--- src/rtl/gvt_arbiter.sv ---
// gvt_arbiter: periodic Global Virtual Time computation.
// Once every 2^LOG_GVT_PERIOD cycles the per-tile local virtual times are
// snapshotted, min-reduced one tile per cycle, and the result is published
// as the GVT broadcast to every tile's commit logic.
// A virtual time is {ts, tb}, compared unsigned; all-ones means infinity.
// Optional feature macro: GVT_MONOTONIC_CHECK_EN, which rejects a round
// result lower than the current GVT and raises the sticky gvt_err flag.
module gvt_arbiter #(
    parameter int N_TILES        = 1,
    parameter int TS_WIDTH       = 32,
    parameter int TB_WIDTH       = 32,
    parameter int LOG_GVT_PERIOD = 5
) (
    input  logic                         clk,
    input  logic                         rstn,
    input  logic                         enable,
    input  logic [N_TILES-1:0]           lvt_valid,
    input  logic [N_TILES*TS_WIDTH-1:0]  lvt_ts,
    input  logic [N_TILES*TB_WIDTH-1:0]  lvt_tb,
    output logic [TS_WIDTH-1:0]          gvt_ts,
    output logic [TB_WIDTH-1:0]          gvt_tb,
    output logic                         gvt_valid,
    output logic                         all_idle,
    output logic                         gvt_err
);

    localparam int VT_W  = TS_WIDTH + TB_WIDTH;
    localparam int IDX_W = (N_TILES > 1) ? $clog2(N_TILES) : 1;

    localparam logic [VT_W-1:0]  VT_INF   = '1;
    localparam logic [IDX_W-1:0] IDX_LAST = IDX_W'(N_TILES - 1);
    localparam logic [IDX_W-1:0] IDX_ONE  = IDX_W'(1);
    localparam logic [LOG_GVT_PERIOD-1:0] CNT_ONE = LOG_GVT_PERIOD'(1);

    localparam logic [1:0] ST_IDLE    = 2'd0;
    localparam logic [1:0] ST_SCAN    = 2'd1;
    localparam logic [1:0] ST_PUBLISH = 2'd2;

    // The scan plus publish must fit inside one period so a tick never
    // lands outside IDLE in a legal build.
    generate
        if (N_TILES < 1 || (N_TILES + 2) > (1 << LOG_GVT_PERIOD)) begin : g_bad_cfg
            $error("gvt_arbiter: N_TILES + 2 must not exceed 2^LOG_GVT_PERIOD");
        end
    endgenerate

    // Smaller of two virtual times (unsigned compare over {ts, tb}).
    function automatic logic [VT_W-1:0] vt_min(input logic [VT_W-1:0] a,
                                               input logic [VT_W-1:0] b);
        return (b < a) ? b : a;
    endfunction

    // ------------------------------------------------------------------
    // Signals
    // ------------------------------------------------------------------
    logic [LOG_GVT_PERIOD-1:0] per_cnt_q, per_cnt_d;
    logic [1:0]                state_q, state_d;
    logic [IDX_W-1:0]          idx_q, idx_d;
    logic                      tick;

    logic [VT_W-1:0]           lvt_vt [N_TILES];
    logic [VT_W-1:0]           snap_vt_q [N_TILES];
    logic [N_TILES-1:0]        snap_vld_q;
    logic [VT_W-1:0]           scan_vt;
    logic [VT_W-1:0]           acc_q;

    logic [VT_W-1:0]           gvt_vt_q;
    logic                      all_idle_q;
    logic                      acc_is_inf;
    logic                      publish;
    logic                      mono_fail;
    logic                      gvt_upd;

    // Join each tile's timestamp and tiebreaker into one comparable VT.
    for (genvar g = 0; g < N_TILES; g++) begin : g_unpack
        assign lvt_vt[g] = {lvt_ts[g*TS_WIDTH +: TS_WIDTH],
                            lvt_tb[g*TB_WIDTH +: TB_WIDTH]};
    end

    // Period counter: free-running while enabled, parked at 0 otherwise.
    always_comb begin
        per_cnt_d = enable ? (per_cnt_q + CNT_ONE) : '0;
    end

    assign tick = enable && (per_cnt_q == '1);

    // Round sequencing: IDLE waits for a tick, SCAN walks the tiles,
    // PUBLISH lasts one cycle. Ticks seen outside IDLE are dropped.
    always_comb begin
        state_d = state_q;
        idx_d   = idx_q;
        case (state_q)
            ST_IDLE: begin
                if (tick) begin
                    state_d = ST_SCAN;
                    idx_d   = '0;
                end
            end
            ST_SCAN: begin
                idx_d = idx_q + IDX_ONE;
                if (idx_q == IDX_LAST) begin
                    state_d = ST_PUBLISH;
                end
            end
            ST_PUBLISH: begin
                state_d = ST_IDLE;
            end
            default: begin
                state_d = ST_IDLE;
            end
        endcase
    end

    // Select the snapshot entry addressed by idx; invalid tiles read as infinity.
    always_comb begin
        scan_vt = VT_INF;
        for (int i = 0; i < N_TILES; i++) begin
            if (idx_q == IDX_W'(i)) begin
                scan_vt = snap_vld_q[i] ? snap_vt_q[i] : VT_INF;
            end
        end
    end

    // ---- stage: snapshot capture / serial min accumulation ----
    // Datapath registers carry no reset; they are always loaded on the tick
    // before being consumed, so live LVT changes cannot leak into a round.
    always_ff @(posedge clk) begin
        if (state_q == ST_IDLE && tick) begin
            for (int i = 0; i < N_TILES; i++) begin
                snap_vt_q[i] <= lvt_vt[i];
            end
            snap_vld_q <= lvt_valid;
            acc_q      <= VT_INF;
        end else if (state_q == ST_SCAN) begin
            acc_q <= vt_min(acc_q, scan_vt);
        end
    end

    assign publish    = (state_q == ST_PUBLISH);
    assign acc_is_inf = (acc_q == VT_INF);

`ifdef GVT_MONOTONIC_CHECK_EN
    logic gvt_err_q;

    // A finite round result below the current GVT means time went backwards.
    assign mono_fail = publish && !acc_is_inf && (acc_q < gvt_vt_q);

    // Sticky error flag; only reset clears it.
    always_ff @(posedge clk) begin
        if (!rstn) begin
            gvt_err_q <= 1'b0;
        end else if (mono_fail) begin
            gvt_err_q <= 1'b1;
        end
    end

    assign gvt_err = gvt_err_q;
`else
    assign mono_fail = 1'b0;
    assign gvt_err   = 1'b0;
`endif

    assign gvt_upd = publish && !acc_is_inf && !mono_fail;

    // ---- stage: control state and published result ----
    // Reset discards any round in flight and restores the reset outputs.
    always_ff @(posedge clk) begin
        if (!rstn) begin
            state_q    <= ST_IDLE;
            idx_q      <= '0;
            per_cnt_q  <= '0;
            gvt_vt_q   <= '0;
            all_idle_q <= 1'b0;
        end else begin
            state_q   <= state_d;
            idx_q     <= idx_d;
            per_cnt_q <= per_cnt_d;
            if (publish) begin
                all_idle_q <= acc_is_inf;
            end
            if (gvt_upd) begin
                gvt_vt_q <= acc_q;
            end
        end
    end

    // The pulse is qualified by rstn so a reset asserted during PUBLISH
    // never announces a discarded round.
    assign gvt_valid = rstn && gvt_upd;
    assign gvt_ts    = gvt_vt_q[VT_W-1:TB_WIDTH];
    assign gvt_tb    = gvt_vt_q[TB_WIDTH-1:0];
    assign all_idle  = all_idle_q;

endmodule
--- config.mk ---
export PLATFORM = sky130hd
export DESIGN_NAME = gvt_arbiter
export DESIGN_NICKNAME = d
export VERILOG_FILES = /design/src/rtl/gvt_arbiter.sv
export SDC_FILE = /design/constraint.sdc
export NUM_CORES = 1
export LEC_CHECK = 0
export CORE_MARGIN = 10
export CORE_UTILIZATION = 30
export DETAILED_ROUTE_END_ITERATION = 10
export DONT_BUFFER_PORTS = 1
export SLEW_MARGIN = 20
export SYNTH_ARGS = -nofsm -noshare
export SYNTH_HDL_FRONTEND = slang
export SYNTH_SLANG_ARGS = --single-unit
export TNS_END_PERCENT = 50
--- constraint.sdc ---
create_clock -name clk -period 5.4 [get_ports clk]
set_clock_uncertainty 0.1 [all_clocks]
set_input_delay 0.54 -clock clk [delete_from_list [all_inputs] [get_ports clk]]
set_output_delay 0.54 -clock clk [all_outputs]
set_load 0.03 [all_outputs]
==> results.sh, run 1 <==
export IMPL_route_vias_total=6114
export IMPL_timing_critical_path_cells="nand2b_2 > buf_4 > or2_2 > ha_1 > a21oi_1 > o21ai_1 > a221oi_1 > o2111ai_1 > nor4_2 > buf_12 > mux2i_1"
export IMPL_internal_power_consumption_mw=2.47
export IMPL_count_of_flip_flops_with_a_built_in_enable_after_synthesis=65
export IMPL_final_setup_worst_slack_ps=1560
export IMPL_numPortBuffers=0
export IMPL_area_growth_pct=12.3
export IMPL_postRouteAntennaNets=0
export IMPL_die_h_um=196
export IMPL_maxSlewViolCount=0
export IMPL_route_final_wire_length_mm=23.4
export IMPL_tritoncts_clock_tree="built"
export IMPL_postLayoutCellArea_um2=10400
export IMPL_ctsResizeCount=0
export IMPL_synth_top_flop_cell="sky130_fd_sc_hd__dfxtp_1"
export IMPL_clock_insertion_delay_worst_skew_ps=520
export IMPL_grt_start_max_net_pins=89
export IMPL_avgViaCountPerCell=4.62
export IMPL_run_status="finished, final reports clean"
export IMPL_cp_arrival_ps=4180
export IMPL_crit_buf_inv=2
export IMPL_crit_path_max_incr_delay_ps=520
export IMPL_cts_htree_levels=1
export IMPL_critical_path_slowest_cell="sky130_fd_sc_hd__nand2b_2"
export IMPL_critPathTopFamily="simple AND/OR/NAND/NOR gates"
export IMPL_switching_share=0.204
export IMPL_setup_viol=0
export IMPL_clock_share_of_power=0.488
export IMPL_detail_route_drc_violations=0
export IMPL_max_slew_margin_rel=0.366
export IMPL_route_detailed_wl_per_inst_um=17.7
export IMPL_maxCapViolCount=0
export IMPL_yosys_register_bits=202
export IMPL_setup_worst_path_start_class="register"
export IMPL_power_share_combinational=0.006
export IMPL_grt_first_pass_wirelength_mm=36.0
export IMPL_cts_buffers_inserted=23
export IMPL_postSynthCellCount=905
export IMPL_ys_types=42
export IMPL_power_frac_seq=0.506
export IMPL_nets=1040
export IMPL_synth_nets=1038
export IMPL_asyncSetResetFlopFracSynth=0
export IMPL_design_power_total_mw=3.10
export IMPL_grt_total_usage=0.117
export IMPL_worst_setup_hold_path_clk_slew_ps=60
export IMPL_period_share=0.712
export IMPL_power_ir_vdd_worst_mv=0.249
export IMPL_post_detail_place_hpwl_mm=17.1
export IMPL_ios=135
export IMPL_yosysWarningCount=0
export IMPL_antenna_violations_before_repair=4
export IMPL_worst_setup_path_type="register to register"
export IMPL_start_util=0.304
export IMPL_design_core_area_um2=30600
export IMPL_power_net_switching_mw=0.633
export IMPL_fillerInstances=3095
export IMPL_finalWorstPathRequiredPeriod_ps=3840
export IMPL_dp_worst_setup_slack_ps=1510
export IMPL_hold_violations=0
export IMPL_number_of_search_and_repair_iterations_in_the_first_detailed_routing_pass=5
export IMPL_hold_slack_ps=18.9
export IMPL_longest_clk_path_bufs=3
export IMPL_cts_root_buf="sky130_fd_sc_hd__clkbuf_16"
export IMPL_syn_mean_instance_area_um2=10.3
export IMPL_syn_area_um2=9290
export IMPL_powerDensity_nw_per_um2=297
export IMPL_drt_initial_drc_count=362
export IMPL_f_max_mhz=260
export IMPL_critical_path_end_type="register"
export IMPL_tightestPinTransition_ps=951
export IMPL_grt_overflow_total=0
export IMPL_placement_cell_area_um2=9590
export IMPL_row_count=64
export IMPL_worst_endpoint_required_ps=5740
export IMPL_clkSinkCount=202
export IMPL_setup_tns_final_ps=0
export IMPL_gpl_final_weighted_congestion=0.805
export IMPL_cts_hold_repair_buffers=12
export IMPL_design_die_area_um2=38400
export IMPL_setup_repair_after_global_routing_missed_its_margin="false"
export IMPL_critical_path_max_fanout=46
export IMPL_leakage_nw=4.05
export IMPL_post_route_cells_drive_above_1_share=0.122
export IMPL_number_of_global_route_vias_before_repair=6072
export IMPL_die_w_um=196
export IMPL_post_cts_buffers=0
export IMPL_yosysSeqAreaShare=0.505
export IMPL_worst_hold_path_type="input pin to register"
## stage by stage
step,instances,util
after floorplan,905,-
after global placement,1266,0.313
after detailed placement,1266,0.313
after CTS,1320,0.341
after global routing,1320,0.341
final,1322,0.341
## sequential cells by signal, indices dropped and copies added (netlist names)
register,flops
state_q,2
snap_vld_q,1
all_idle,1
snap_vt_q,64
acc_q,64
per_cnt_q,5
gvt_vt_q,64
idx_q,1
## path summary, 6_finish.rpt
path           startpoint                to  slack [ps]  depth (start not counted)
max                 idx_q         acc_q[10]        1560                         11
min            lvt_tb[23]  snap_vt_q[0][23]          20                          0
max reg2reg         idx_q         acc_q[10]        1560                         11
min reg2reg  per_cnt_q[0]      per_cnt_q[0]         360                          1
## logic make-up after synthesis
logic type                 after synthesis  share of synthesized area
other                                    1                   0.000404
AOI/OAI and AO/OA                       57                     0.0376
and+or+nand+nor                        342                      0.172
buffers and inverters                  108                     0.0576
muxes                                  128                      0.138
adders and majority gates               65                     0.0875
DFF                                    202                      0.505
xor gates and xnor gates                 2                    0.00189
## cell usage after synthesis (2+ instances only)
library cell,n,area share
sky130_fd_sc_hd__a211oi_2,2,0.0027
sky130_fd_sc_hd__edfxtp_1,65,0.21
sky130_fd_sc_hd__nand3_1,3,0.0016
sky130_fd_sc_hd__nand2_1,20,0.0081
sky130_fd_sc_hd__buf_2,2,0.0011
sky130_fd_sc_hd__o21a_1,3,0.0024
sky130_fd_sc_hd__a31oi_1,3,0.0020
sky130_fd_sc_hd__buf_12,6,0.013
sky130_fd_sc_hd__nand2b_1,2,0.0013
sky130_fd_sc_hd__nand4_1,26,0.018
sky130_fd_sc_hd__o2111ai_1,2,0.0019
sky130_fd_sc_hd__buf_4,6,0.0048
sky130_fd_sc_hd__inv_1,64,0.026
sky130_fd_sc_hd__nor4_1,5,0.0034
sky130_fd_sc_hd__and3_1,3,0.0020
sky130_fd_sc_hd__nor3_1,7,0.0038
sky130_fd_sc_hd__a21oi_1,23,0.012
sky130_fd_sc_hd__mux2i_1,128,0.14
sky130_fd_sc_hd__nand4_2,2,0.0027
sky130_fd_sc_hd__or2_2,63,0.042
sky130_fd_sc_hd__a211oi_1,5,0.0040
sky130_fd_sc_hd__clkbuf_1,28,0.011
sky130_fd_sc_hd__ha_1,65,0.088
sky130_fd_sc_hd__o21ai_0,12,0.0065
sky130_fd_sc_hd__nor2_1,207,0.084
sky130_fd_sc_hd__dfxtp_1,137,0.30
## final cells by class
type | instances | area (um2) | share of cell area
inverters | 65 | 244 | 0.0234
diodes | 2 | 5.00 | 0.000480
flip-flops and latches | 202 | 4690 | 0.450
well taps | 396 | 495 | 0.0475
repair buffers | 20 | 193 | 0.0185
clock buffers | 30 | 612 | 0.0586
multi-input cells | 595 | 4080 | 0.391
clock inverters | 12 | 109 | 0.0104
## metal layers
metal | wire, um | track usage | up-vias
met5 | 22 | 0 | -
met4 | 335 | 0.0266 | 4
met3 | 1500 | 0.0339 | 27
met2 | 10900 | 0.194 | 105
met1 | 10600 | 0.147 | 2892
li1 | - | - | 3086
## power groups by stage
stage	combinational (mW)	sequential (mW)	clock [mW]
6_report	0.0192	1.57	1.51
4_1_cts	0.0198	1.57	1.56
3_3_place_gp	0.0124	1.60	0
3_5_place_dp	0.0126	1.60	0
2_1_floorplan	0.00918	1.60	0
5_1_grt	0.0215	1.57	1.60
## cell usage in the layout, fill, tap and decap left out, types with 4 or more instances in the layout
| cell type | synthesis | layout |
|---|---|---|
| sky130_fd_sc_hd__nor3_1 | 7 | 6 |
| sky130_fd_sc_hd__nor4_1 | 5 | 4 |
| sky130_fd_sc_hd__edfxtp_1 | 65 | 65 |
| sky130_fd_sc_hd__dlygate4sd3_1 | 0 | 12 |
| sky130_fd_sc_hd__or2_2 | 63 | 63 |
| sky130_fd_sc_hd__nand2_1 | 20 | 19 |
| sky130_fd_sc_hd__buf_4 | 6 | 7 |
| sky130_fd_sc_hd__nand4_1 | 26 | 26 |
| sky130_fd_sc_hd__o21ai_0 | 12 | 12 |
| sky130_fd_sc_hd__mux2i_1 | 128 | 128 |
| sky130_fd_sc_hd__clkinv_1 | 0 | 4 |
| sky130_fd_sc_hd__a21oi_1 | 23 | 23 |
| sky130_fd_sc_hd__dfxtp_1 | 137 | 137 |
| sky130_fd_sc_hd__clkbuf_16 | 0 | 23 |
| sky130_fd_sc_hd__nor2_1 | 207 | 207 |
| sky130_fd_sc_hd__a211oi_1 | 5 | 5 |
| sky130_fd_sc_hd__inv_1 | 64 | 64 |
| sky130_fd_sc_hd__clkinv_2 | 0 | 5 |
| sky130_fd_sc_hd__ha_1 | 65 | 65 |
| sky130_fd_sc_hd__clkbuf_1 | 28 | 6 |
(Power assumes the default switching activity.)
==> run 2, diff against run 1 <==
==> constraint.sdc (replaced) <==
create_clock -name clk -period 3.7 [get_ports clk]
set_clock_uncertainty 0.1 [all_clocks]
set_input_delay 0.37 -clock clk [delete_from_list [all_inputs] [get_ports clk]]
set_output_delay 0.37 -clock clk [all_outputs]
set_load 0.03 [all_outputs]
==> run 2 against run 1 <==
  * Wire length increased by 0.94%
  * Clock power increased by 42%
  * Power increased by 46%
  * Sequential power increased by 46%
  * Hold slack improved by 330 ps
  * Global-route usage increased by 0.28 points
  * Via count increased by 3.5%
  * First-iteration DRC count decreased by 3.0%
  * Largest cell class unchanged
  * Largest power group unchanged
  * Highest routed layer is now met4
==> results.sh, run 2 (synthesis results as in run 1) <==
export IMPL_route_detailed_wl_per_inst_um=17.1
export IMPL_post_detail_place_hpwl_mm=17.1
export IMPL_max_slew_margin_rel=0.469
export IMPL_maxSlewViolCount=0
export IMPL_die_h_um=196
export IMPL_placement_cell_area_um2=9680
export IMPL_hold_violations=0
export IMPL_cts_buffers_inserted=23
export IMPL_setup_repair_after_global_routing_missed_its_margin="false"
export IMPL_critical_path_slowest_cell="sky130_fd_sc_hd__nor4_4"
export IMPL_layout_common_cells="sky130_fd_sc_hd__nor2_1 (207), sky130_fd_sc_hd__dfxtp_1 (137), sky130_fd_sc_hd__mux2i_1 (128)"
export IMPL_grt_first_pass_wirelength_mm=37.0
export IMPL_run_status="finished, final reports clean"
export IMPL_layoutNonFillerInstCount=1381
export IMPL_timing_rr_start="idx_q"
export IMPL_grt_start_max_net_pins=139
export IMPL_tightestPinTransition_ps=796
export IMPL_antenna_violations_before_repair=1
export IMPL_ios=135
export IMPL_route_vias_total=6331
export IMPL_numPlacedInstances=1271
export IMPL_finalWorstPathRequiredPeriod_ps=3500
export IMPL_maxCapViolCount=0
export IMPL_cts_root_buf="sky130_fd_sc_hd__clkbuf_16"
export IMPL_whs_endpoint="per_cnt_q[0]"
export IMPL_postRouteAntennaNets=0
export IMPL_die_w_um=196
export IMPL_dp_worst_setup_slack_ps=167
export IMPL_count_of_cells_along_the_worst_hold_path=1
export IMPL_timing_critical_path_cells="nand2b_2 > buf_4 > or2_2 > ha_1 > nand4_1 > nor4_4 > nand4_2 > a211oi_2 > nor4_2 > buf_4 > buf_4 > buf_12 > mux2i_1"
export IMPL_leakage_nw=4.32
export IMPL_avgViaCountPerCell=4.58
export IMPL_cp_arrival_ps=3780
export IMPL_worst_r2r_endpoint="acc_q[14]"
export IMPL_longest_clk_path_bufs=3
export IMPL_layout_commonest_cell="sky130_fd_sc_hd__nor2_1"
export IMPL_grt_total_usage=0.120
export IMPL_worst_hold_path_type="register to register"
export IMPL_clock_insertion_delay_worst_skew_ps=510
export IMPL_tritoncts_clock_tree="built"
export IMPL_setup_worst_path_start_class="register"
export IMPL_design_core_area_um2=30600
export IMPL_final_setup_worst_slack_ps=196
export IMPL_number_of_search_and_repair_iterations_in_the_first_detailed_routing_pass=4
export IMPL_worst_setup_hold_path_clk_slew_ps=60
export IMPL_powerDensity_nw_per_um2=407
export IMPL_nets=1101
export IMPL_setup_viol=0
export IMPL_period_share=0.947
export IMPL_number_of_global_route_vias_before_repair=6436
export IMPL_worst_setup_path_type="register to register"
export IMPL_post_route_cells_drive_above_1_share=0.124
export IMPL_route_final_wire_length_mm=23.6
export IMPL_final_util=0.363
export IMPL_f_max_mhz=285
export IMPL_design_power_total_mw=4.51
export IMPL_timing_reg2reg_setup_slack_ps=200
export IMPL_numPortBuffers=0
export IMPL_grt_overflow_total=0
export IMPL_critical_path_max_fanout=21
export IMPL_reg_largest_list="acc_q (64), gvt_vt_q (64), snap_vt_q (64)"
export IMPL_hold_slack_ps=352
export IMPL_worst_r2r_cell_count=13
export IMPL_power_ir_vdd_worst_mv=0.261
export IMPL_crit_path_max_incr_delay_ps=410
export IMPL_setup_tns_final_ps=0
export IMPL_worst_path_most_repeated_cell="sky130_fd_sc_hd__buf_4"
export IMPL_row_count=64
export IMPL_design_die_area_um2=38400
export IMPL_clkSinkCount=202
export IMPL_postLayoutCellArea_um2=11100
export IMPL_start_util=0.304
export IMPL_cts_htree_levels=1
export IMPL_worst_endpoint_required_ps=3970
export IMPL_critical_path_end_type="register"
export IMPL_hold_path_startpoint="per_cnt_q[0]"
export IMPL_gpl_final_weighted_congestion=0.827
export IMPL_area_growth_pct=19.4
export IMPL_detail_route_drc_violations=0
export IMPL_drt_initial_drc_count=351
export IMPL_fillerInstances=3090
-- run 2: changes by cell type in the layout (fill, tap and decap cells not counted), moves of 2 or more --
cell and delta:
sky130_fd_sc_hd__clkbuf_1 -2, sky130_fd_sc_hd__buf_4 +2, sky130_fd_sc_hd__bufinv_16 -2, sky130_fd_sc_hd__clkinv_2 -2, sky130_fd_sc_hd__clkbuf_16 +2, sky130_fd_sc_hd__buf_12 +4
sky130_fd_sc_hd__clkinvlp_4 +2, sky130_fd_sc_hd__dlygate4sd3_1 +55
-- run 2: layout make-up --
class                      count  area, um2  area share
sequential                   202       4690       0.423
multi-input combinational    595       4090       0.369
timing repair buffer          81        838      0.0756
clock buffer                  31        668      0.0603
tap                          396        495      0.0447
inverter                      65        244      0.0220
clock inverter                10       53.8     0.00485
antenna                        1       2.50    0.000226
-- run 2: power breakdown --
| part | leakage [nW] | total [mW] | internal, mW | switching [mW] |
|---|---|---|---|---|
| Clock | 0.350 | 2.15 | 1.26 | 0.885 |
| Sequential | 1.69 | 2.29 | 2.29 | 0.000699 |
| Combinational | 2.28 | 0.0784 | 0.0489 | 0.0296 |
-- run 2: repair_timing --
action                                  4_1_cts  5_1_grt
endpoints found under the setup margin        0       24
setup buffers                                 0        1
hold buffers                                 67        0
endpoints found under the hold margin        71        0
resized for setup                             0        2
-- run 2: routing by layer --
layer | up-vias | part of all wire | GRT usage
met5 | - | 0 | 0
met3 | 28 | 0.061 | 0.0324
met1 | 2974 | 0.45 | 0.149
met2 | 117 | 0.47 | 0.199
met4 | 0 | 0.020 | 0.0334
li1 | 3212 | - | -
-- run 2: how the worst max path moves through the flow --
| stage | to | slack, ps | depth (start not counted) | start |
|---|---|---|---|---|
| after floorplan | acc_q[10] | 700 | 12 | idx_q |
| after global placement | acc_q[3] | 150 | 12 | idx_q |
| after detailed placement | acc_q[14] | 170 | 12 | idx_q |
| after CTS | acc_q[14] | 130 | 12 | idx_q |
| after global routing | acc_q[14] | 30 | 13 | idx_q |
| final | acc_q[14] | 200 | 13 | idx_q |
-- run 2: critical path, delay by kind of cell (launching register included) --
family,cells,cell delay [ps]
AO/OA/AOI/OAI,1,290
flip-flops,1,310
buffers and inverters,4,720
AND/OR/NAND/NOR,6,1500
adder cells (fa/ha/maj),1,320
multiplexers,1,120
